`config.mk`:
```
export PLATFORM = sky130hd
export DESIGN_NAME = cursor_stroke_flat
export DESIGN_NICKNAME = d
export VERILOG_FILES = /design/src/rtl/cursor_stroke_if.sv /design/src/rtl/cursor_stroke.sv /design/src/flat_wrapper.sv
export SDC_FILE = /design/constraint.sdc
export NUM_CORES = 1
export LEC_CHECK = 0
export CORE_UTILIZATION = 37
export CTS_BUF_LIST = sky130_fd_sc_hd__clkbuf_4 sky130_fd_sc_hd__clkbuf_8
export DETAILED_ROUTE_END_ITERATION = 16
export PLACE_DENSITY = 0.56
export SLEW_MARGIN = 30
export SYNTH_ARGS = -nofsm -noshare
export SYNTH_HDL_FRONTEND = slang
export SYNTH_SLANG_ARGS = --single-unit
```
`constraint.sdc`:
```
create_clock -name clk -period 8.86 [get_ports clk]
set_input_delay 2.658 -clock clk [delete_from_list [all_inputs] [get_ports clk]]
set_output_delay 2.658 -clock clk [all_outputs]
set_load 0.05 [all_outputs]
```
`src/rtl/cursor_stroke_if.sv`:
```
// cursor_stroke_if: mouse packet input and stroke pixel output bundle
//   in_valid/in_ready, delta_x/delta_y, btn_left/btn_right : mouse packet handshake
//   pos_x/pos_y                                            : current cursor position
//   pix_valid/pix_ready, pix_x/pix_y, pix_erase            : stroke pixel handshake
//   busy                                                   : stroke in progress
interface cursor_stroke_if #(
   parameter int POS_W   = 7,
   parameter int DELTA_W = 8
);
   logic               in_valid, in_ready, btn_left, btn_right;
   logic [DELTA_W-1:0] delta_x, delta_y;
   logic [POS_W-1:0]   pos_x, pos_y, pix_x, pix_y;
   logic               pix_valid, pix_ready, pix_erase, busy;
   modport master (
      output in_valid, delta_x, delta_y, btn_left, btn_right, pix_ready,
      input  in_ready, pos_x, pos_y, pix_valid, pix_x, pix_y, pix_erase, busy
   );
   modport slave (
      input  in_valid, delta_x, delta_y, btn_left, btn_right, pix_ready,
      output in_ready, pos_x, pos_y, pix_valid, pix_x, pix_y, pix_erase, busy
   );
endinterface

```
`src/rtl/cursor_stroke.sv`:
```
// cursor_stroke: bounded cursor tracker with Bresenham stroke generation
//   clk, rst : clock, synchronous active-high reset
//   bus      : cursor_stroke_if.slave (mouse packets in, cursor position and stroke pixels out)
module cursor_stroke #(
   parameter int X_MAX   = 63,
   parameter int Y_MAX   = 63,
   parameter int POS_W   = 7,
   parameter int DELTA_W = 8,
   parameter int SHIFT   = 0,
   parameter int WRAP    = 0,
   parameter int INV_Y   = 0,
   parameter int X_RST   = 32,
   parameter int Y_RST   = 32
) (
   input logic           clk,
   input logic           rst,
   cursor_stroke_if.slave bus
);
   localparam int W = POS_W + 2;
   localparam int E = POS_W + 3;
   localparam logic signed [W-1:0] XM = W'(X_MAX);
   localparam logic signed [W-1:0] YM = W'(Y_MAX);
   typedef enum logic [1:0] {IDLE, SETUP, EMIT} state_t;
   state_t state_q, state_d;
   logic [POS_W-1:0] pos_x_q, pos_x_d, pos_y_q, pos_y_d, tx_q, tx_d, ty_q, ty_d, cx_q, cx_d, cy_q, cy_d;
   logic pen_q, pen_d, erase_q, erase_d, pen_prev_q, pen_prev_d, wrap_q, wrap_d, xn_q, xn_d, yn_q, yn_d;
   logic signed [E-1:0] dx_q, dx_d, dy_q, dy_d, err_q, err_d;
   // returns {wrapped, bounded coordinate}
   function automatic logic [POS_W:0] fit(input logic signed [W-1:0] r, input logic signed [W-1:0] m);
      logic [POS_W-1:0] v;
      logic w;
      w = WRAP != 0 && (r[W-1] || r > m);
      v = POS_W'(!r[W-1] && r <= m ? r : WRAP != 0 ? (r[W-1] ? r + m + W'(1) : r - m - W'(1)) : r[W-1] ? '0 : m);
      return {w, v};
   endfunction
   logic signed [W-1:0] sdx, shy, sdy, rx, ry;
   logic [POS_W:0] fx, fy;
   assign sdx = $signed({{(W-DELTA_W){bus.delta_x[DELTA_W-1]}}, bus.delta_x}) >>> SHIFT;
   assign shy = $signed({{(W-DELTA_W){bus.delta_y[DELTA_W-1]}}, bus.delta_y}) >>> SHIFT;
   assign sdy = INV_Y != 0 ? -shy : shy;
   assign rx = $signed({2'b00, pos_x_q}) + sdx;
   assign ry = $signed({2'b00, pos_y_q}) + sdy;
   assign fx = fit(rx, XM);
   assign fy = fit(ry, YM);
   // one Bresenham stepper shared by SETUP (skipping the start point) and EMIT
   logic setup, snx, sny, hx, hy, dxn, dyn, at_tgt, at_start;
   logic signed [E-1:0] adx, ady, be, bdx, bdy, e2, nerr;
   logic [POS_W-1:0] bx, by, stx, sty;
   assign setup = state_q == SETUP;
   assign snx = tx_q < pos_x_q;
   assign sny = ty_q < pos_y_q;
   assign adx = E'(snx ? pos_x_q - tx_q : tx_q - pos_x_q);
   assign ady = E'(sny ? pos_y_q - ty_q : ty_q - pos_y_q);
   assign be = setup ? adx - ady : err_q;
   assign bdx = setup ? adx : dx_q;
   assign bdy = setup ? ady : dy_q;
   assign bx = setup ? pos_x_q : cx_q;
   assign by = setup ? pos_y_q : cy_q;
   assign dxn = setup ? snx : xn_q;
   assign dyn = setup ? sny : yn_q;
   assign e2 = be <<< 1;
   assign hx = e2 > -bdy;
   assign hy = e2 < bdx;
   assign stx = hx ? (dxn ? bx - 1 : bx + 1) : bx;
   assign sty = hy ? (dyn ? by - 1 : by + 1) : by;
   assign nerr = be - (hx ? bdy : '0) + (hy ? bdx : '0);
   assign at_tgt = cx_q == tx_q && cy_q == ty_q;
   assign at_start = pos_x_q == tx_q && pos_y_q == ty_q;
   always_comb begin
      state_d = state_q;
      pos_x_d = pos_x_q;
      pos_y_d = pos_y_q;
      tx_d = tx_q;
      ty_d = ty_q;
      cx_d = cx_q;
      cy_d = cy_q;
      pen_d = pen_q;
      erase_d = erase_q;
      pen_prev_d = pen_prev_q;
      wrap_d = wrap_q;
      xn_d = xn_q;
      yn_d = yn_q;
      dx_d = dx_q;
      dy_d = dy_q;
      err_d = err_q;
      if (state_q == IDLE && bus.in_valid) begin
         state_d = SETUP;
         tx_d = fx[POS_W-1:0];
         ty_d = fy[POS_W-1:0];
         wrap_d = fx[POS_W] | fy[POS_W];
         pen_d = bus.btn_left | bus.btn_right;
         erase_d = bus.btn_right;
      end else if (setup) begin
         pos_x_d = tx_q;
         pos_y_d = ty_q;
         pen_prev_d = pen_q;
         xn_d = snx;
         yn_d = sny;
         // a wrapped move collapses to the single target pixel
         dx_d = wrap_q ? '0 : adx;
         dy_d = wrap_q ? '0 : ady;
         err_d = wrap_q ? '0 : pen_prev_q ? nerr : be;
         cx_d = wrap_q ? tx_q : pen_prev_q ? stx : pos_x_q;
         cy_d = wrap_q ? ty_q : pen_prev_q ? sty : pos_y_q;
         state_d = pen_q && (wrap_q || !pen_prev_q || !at_start) ? EMIT : IDLE;
      end else if (state_q == EMIT && bus.pix_ready) begin
         state_d = at_tgt ? IDLE : EMIT;
         cx_d = at_tgt ? cx_q : stx;
         cy_d = at_tgt ? cy_q : sty;
         err_d = at_tgt ? err_q : nerr;
      end
   end
   always_ff @(posedge clk) begin
      if (rst) begin
         state_q <= IDLE;
         pos_x_q <= POS_W'(X_RST);
         pos_y_q <= POS_W'(Y_RST);
         tx_q <= '0;
         ty_q <= '0;
         cx_q <= '0;
         cy_q <= '0;
         pen_q <= 1'b0;
         erase_q <= 1'b0;
         pen_prev_q <= 1'b0;
         wrap_q <= 1'b0;
         xn_q <= 1'b0;
         yn_q <= 1'b0;
         dx_q <= '0;
         dy_q <= '0;
         err_q <= '0;
      end else begin
         state_q <= state_d;
         pos_x_q <= pos_x_d;
         pos_y_q <= pos_y_d;
         tx_q <= tx_d;
         ty_q <= ty_d;
         cx_q <= cx_d;
         cy_q <= cy_d;
         pen_q <= pen_d;
         erase_q <= erase_d;
         pen_prev_q <= pen_prev_d;
         wrap_q <= wrap_d;
         xn_q <= xn_d;
         yn_q <= yn_d;
         dx_q <= dx_d;
         dy_q <= dy_d;
         err_q <= err_d;
      end
   end
   assign bus.in_ready = state_q == IDLE;
   assign bus.busy = state_q != IDLE;
   assign bus.pix_valid = state_q == EMIT;
   assign bus.pix_x = cx_q;
   assign bus.pix_y = cy_q;
   assign bus.pix_erase = erase_q;
   assign bus.pos_x = pos_x_q;
   assign bus.pos_y = pos_y_q;
endmodule

```
`src/flat_wrapper.sv`:
```
// flat-port wrapper written by rule: the top's interface ports become plain ports
module cursor_stroke_flat 
#(
   parameter int X_MAX   = 63,
   parameter int Y_MAX   = 63,
   parameter int POS_W   = 7,
   parameter int DELTA_W = 8,
   parameter int SHIFT   = 0,
   parameter int WRAP    = 0,
   parameter int INV_Y   = 0,
   parameter int X_RST   = 32,
   parameter int Y_RST   = 32
)
  (clk, rst, bus_in_valid, bus_delta_x, bus_delta_y, bus_btn_left, bus_btn_right, bus_pix_ready, bus_in_ready, bus_pos_x, bus_pos_y, bus_pix_valid, bus_pix_x, bus_pix_y, bus_pix_erase, bus_busy);
  cursor_stroke_if #(.POS_W(POS_W), .DELTA_W(DELTA_W)) bus_i ();
  input logic clk;
  input logic rst;
  input wire logic [$bits(bus_i.in_valid)-1:0] bus_in_valid;
  input wire logic [$bits(bus_i.delta_x)-1:0] bus_delta_x;
  input wire logic [$bits(bus_i.delta_y)-1:0] bus_delta_y;
  input wire logic [$bits(bus_i.btn_left)-1:0] bus_btn_left;
  input wire logic [$bits(bus_i.btn_right)-1:0] bus_btn_right;
  input wire logic [$bits(bus_i.pix_ready)-1:0] bus_pix_ready;
  output wire logic [$bits(bus_i.in_ready)-1:0] bus_in_ready;
  output wire logic [$bits(bus_i.pos_x)-1:0] bus_pos_x;
  output wire logic [$bits(bus_i.pos_y)-1:0] bus_pos_y;
  output wire logic [$bits(bus_i.pix_valid)-1:0] bus_pix_valid;
  output wire logic [$bits(bus_i.pix_x)-1:0] bus_pix_x;
  output wire logic [$bits(bus_i.pix_y)-1:0] bus_pix_y;
  output wire logic [$bits(bus_i.pix_erase)-1:0] bus_pix_erase;
  output wire logic [$bits(bus_i.busy)-1:0] bus_busy;
  assign bus_i.in_valid = bus_in_valid;
  assign bus_i.delta_x = bus_delta_x;
  assign bus_i.delta_y = bus_delta_y;
  assign bus_i.btn_left = bus_btn_left;
  assign bus_i.btn_right = bus_btn_right;
  assign bus_i.pix_ready = bus_pix_ready;
  assign bus_in_ready = bus_i.in_ready;
  assign bus_pos_x = bus_i.pos_x;
  assign bus_pos_y = bus_i.pos_y;
  assign bus_pix_valid = bus_i.pix_valid;
  assign bus_pix_x = bus_i.pix_x;
  assign bus_pix_y = bus_i.pix_y;
  assign bus_pix_erase = bus_i.pix_erase;
  assign bus_busy = bus_i.busy;
  cursor_stroke #(.X_MAX(X_MAX), .Y_MAX(Y_MAX), .POS_W(POS_W), .DELTA_W(DELTA_W), .SHIFT(SHIFT), .WRAP(WRAP), .INV_Y(INV_Y), .X_RST(X_RST), .Y_RST(Y_RST)) u_core (.clk(clk), .rst(rst), .bus(bus_i));
endmodule
```
==> metrics.txt <==
status=finished clean; TritonCTS clock tree=done; Hold Crit Class=register to register; Critical Path AT=8.48 ns; clock-pin slew on the worst setup and hold paths=0.09 ns; Max Freq=122 MHz; via count=6824; headroom to the max-slew limit=0.429; WL met3=1020 um; share of layout cells above drive strength 1=0.120; Worst-Margin Slew=0.851 ns; first-pass GRT wire length=36900 um; crit path max-delay cell type=fa_1; dpl hpwl=17400 um; Startpoint Class=register; PwrDens=281 mW/mm^2; setup slack after layout=0.676 ns; final WL=23100 um; Final nets=1109; synthesized cell area=0.00754 sq mm; CTS Sinks=74; final period utilization=0.924; final hold violation count=0; most frequent cells in the layout=97 x nand2_1, 80 x inv_1, 78 x ha_1; Crit Path Category=register to register; Syn Nets=1063; routability cong.=0.933; Crit Path Max Fanout=8; # rows=51; largest cells by area after synthesis=dfxtp_1 20%, ha_1 14%, a21oi_1 5.2%; DRT iter0 DRCs=435; MaxCap Viol Count=0; H-Tree Depth=3; die area=0.0210 sq mm; max-slew violation count=0; Ys Warns=0; Buffers on Ports=53; first drt pass iteration count=7; GRT Util Overall=0.234; met2 routed WL=10600 um; setup violators final=0; vias in the first global route=6691; Initial Utilization=0.382; crit path time final=8.18 ns; Largest stage delay, worst path=0.53 ns; Worst EP required=9.16 ns; commonest non-fill, non-tap cell in the layout=nand2_1; top layer used by detailed routing=met4; sequential share of the synthesized area=0.196; metal1 wirelength=10800 um; initial antenna violation count=0; EDFF count, synth=0; Root Driver=clkbuf_8; Residual DRC=0; Avg Inst Size Synth=8.01 sq um; Die Ht=145 um; main flop type after synthesis=dfxtp_1; largest net degree at the start of global routing=66; GRT overflow=0; Ports=54; pre-CTS WS=0.188 ns; worst ir drop on vdd=0.131 mV; asr flop ratio synth=0; Critical Path End Type=register; later-pin clock latency in the skew report=0.40 ns; Seq cells post-synth=74; Max clock buf depth=2; Worst Reg-to-Reg Cells=37; ant diodes=0; Synth top area share=0.196; synthesized instance count=942; Netlist cell types=93; Post-DRT Antenna Nets=0; per-cell routed wire length=18.3 um; Die X=145 um; CTS Buf Count=9; Area growth syn-to-layout=15.4%; Hold Path Depth=2; r2r setup slk=0.68 ns; Lkg Pwr=3.73 nW; skew final=0.0160 ns; core area=0.0197 sq mm; largest area contributor in the netlist=dfxtp_1; Via density=5.42; Sum Neg Setup Slack=0 ns
[routing by layer]
layer	vias up	track usage
li1	3421	-
met1	3216	0.314
met2	151	0.381
met3	36	0.0352
met4	0	0.0792
met5	-	0
[worst max-delay path: cells and delay by family, from the launching register on]
| kind | cells | cell delay, ns |
|---|---|---|
| fa+ha+maj | 6 | 2.39 |
| flops | 1 | 0.36 |
| mux | 1 | 0.26 |
| xor+xnor | 2 | 0.39 |
| simple gates | 7 | 0.99 |
| compound gates | 17 | 3.38 |
| buf+inv | 4 | 0.31 |
[worst paths after layout]
path | start | endpoint
setup / recovery | u_core.ty_q[0] | u_core.err_q[8]
hold / removal | u_core.bus.pix_erase | u_core.bus.pix_erase
hold reg to reg | u_core.bus.pix_erase | u_core.bus.pix_erase
setup reg to reg | u_core.ty_q[0] | u_core.err_q[8]
[Yosys cell counts, types with 4 or more instances]
master / number
a21o_1: 29
nand2b_1: 7
a311oi_1: 4
and2_1: 10
a211oi_1: 5
nor2_1: 70
a221oi_1: 15
dfxtp_1: 74
nor2b_1: 14
xor2_1: 28
xnor2_1: 31
mux2i_1: 12
o21bai_1: 9
inv_1: 80
o21a_1: 13
or2_2: 7
o211ai_1: 4
nand4_1: 7
clkbuf_1: 28
fa_1: 17
nor3_1: 19
a21oi_1: 79
a22oi_1: 5
nand3_1: 21
buf_2: 6
mux2_2: 8
ha_1: 82
o21ai_0: 47
nand2_1: 97
o211a_1: 4
a31oi_1: 11
and3_1: 6
nor3b_1: 5
[stage by stage]
stage	instance area [sq um]	cells	util	hold slack, ns	power, mW
after CTS	8560	1251	0.434	0.465	2.37
after global routing	8700	1258	0.441	0.488	2.66
after global placement	8350	1235	0.423	0.450	2.06
after floorplan	7540	942	-	0.441	1.68
final	8700	1258	0.441	0.468	2.45
after detailed placement	8350	1235	0.424	0.454	2.06
[flip-flops by register name, summed over array words and instances, names as in the netlist, 2 cells and up]
name              cells
u_core.dx_q           8
u_core.bus.pix_y      7
u_core.bus.pos_y      7
u_core.dy_q           8
u_core.bus.pix_x      7
u_core.bus.pos_x      7
u_core.ty_q           7
u_core.tx_q           7
u_core.state_q        2
u_core.err_q          9
[layout make-up]
cell class                 count  area, sq um
timing repair buffer          73          676
tap                          265          332
inverter                      80          300
clock buffer                  10          138
clock inverter                 6         72.6
fill                        1986        11000
sequential                    74         1490
multi-input combinational    750         5700
[kinds of logic after synthesis]
family,share of synthesized area
multiplexers,0.0317
XOR/XNOR,0.0707
buffers and inverters,0.0609
adder cells (fa/ha/maj),0.185
AND/OR/NAND/NOR,0.183
flip-flops,0.196
AO/OA/AOI/OAI,0.271
[repair_timing]
item / 4_1_cts / 5_1_grt
setup endpoints to repair: 0 / 2
hold endpoints to repair: 0 / 0
setup buffers: 0 / 7
gates resized for setup: 0 / 23
hold buffers: 0 / 0
[where the power goes]
part | total, mW | internal (mW) | switching, mW
sequential | 0.396 | 0.365 | 0.0306
clock | 0.300 | 0.141 | 0.159
combinational | 1.75 | 0.717 | 1.03
(Power assumes the default switching activity.)
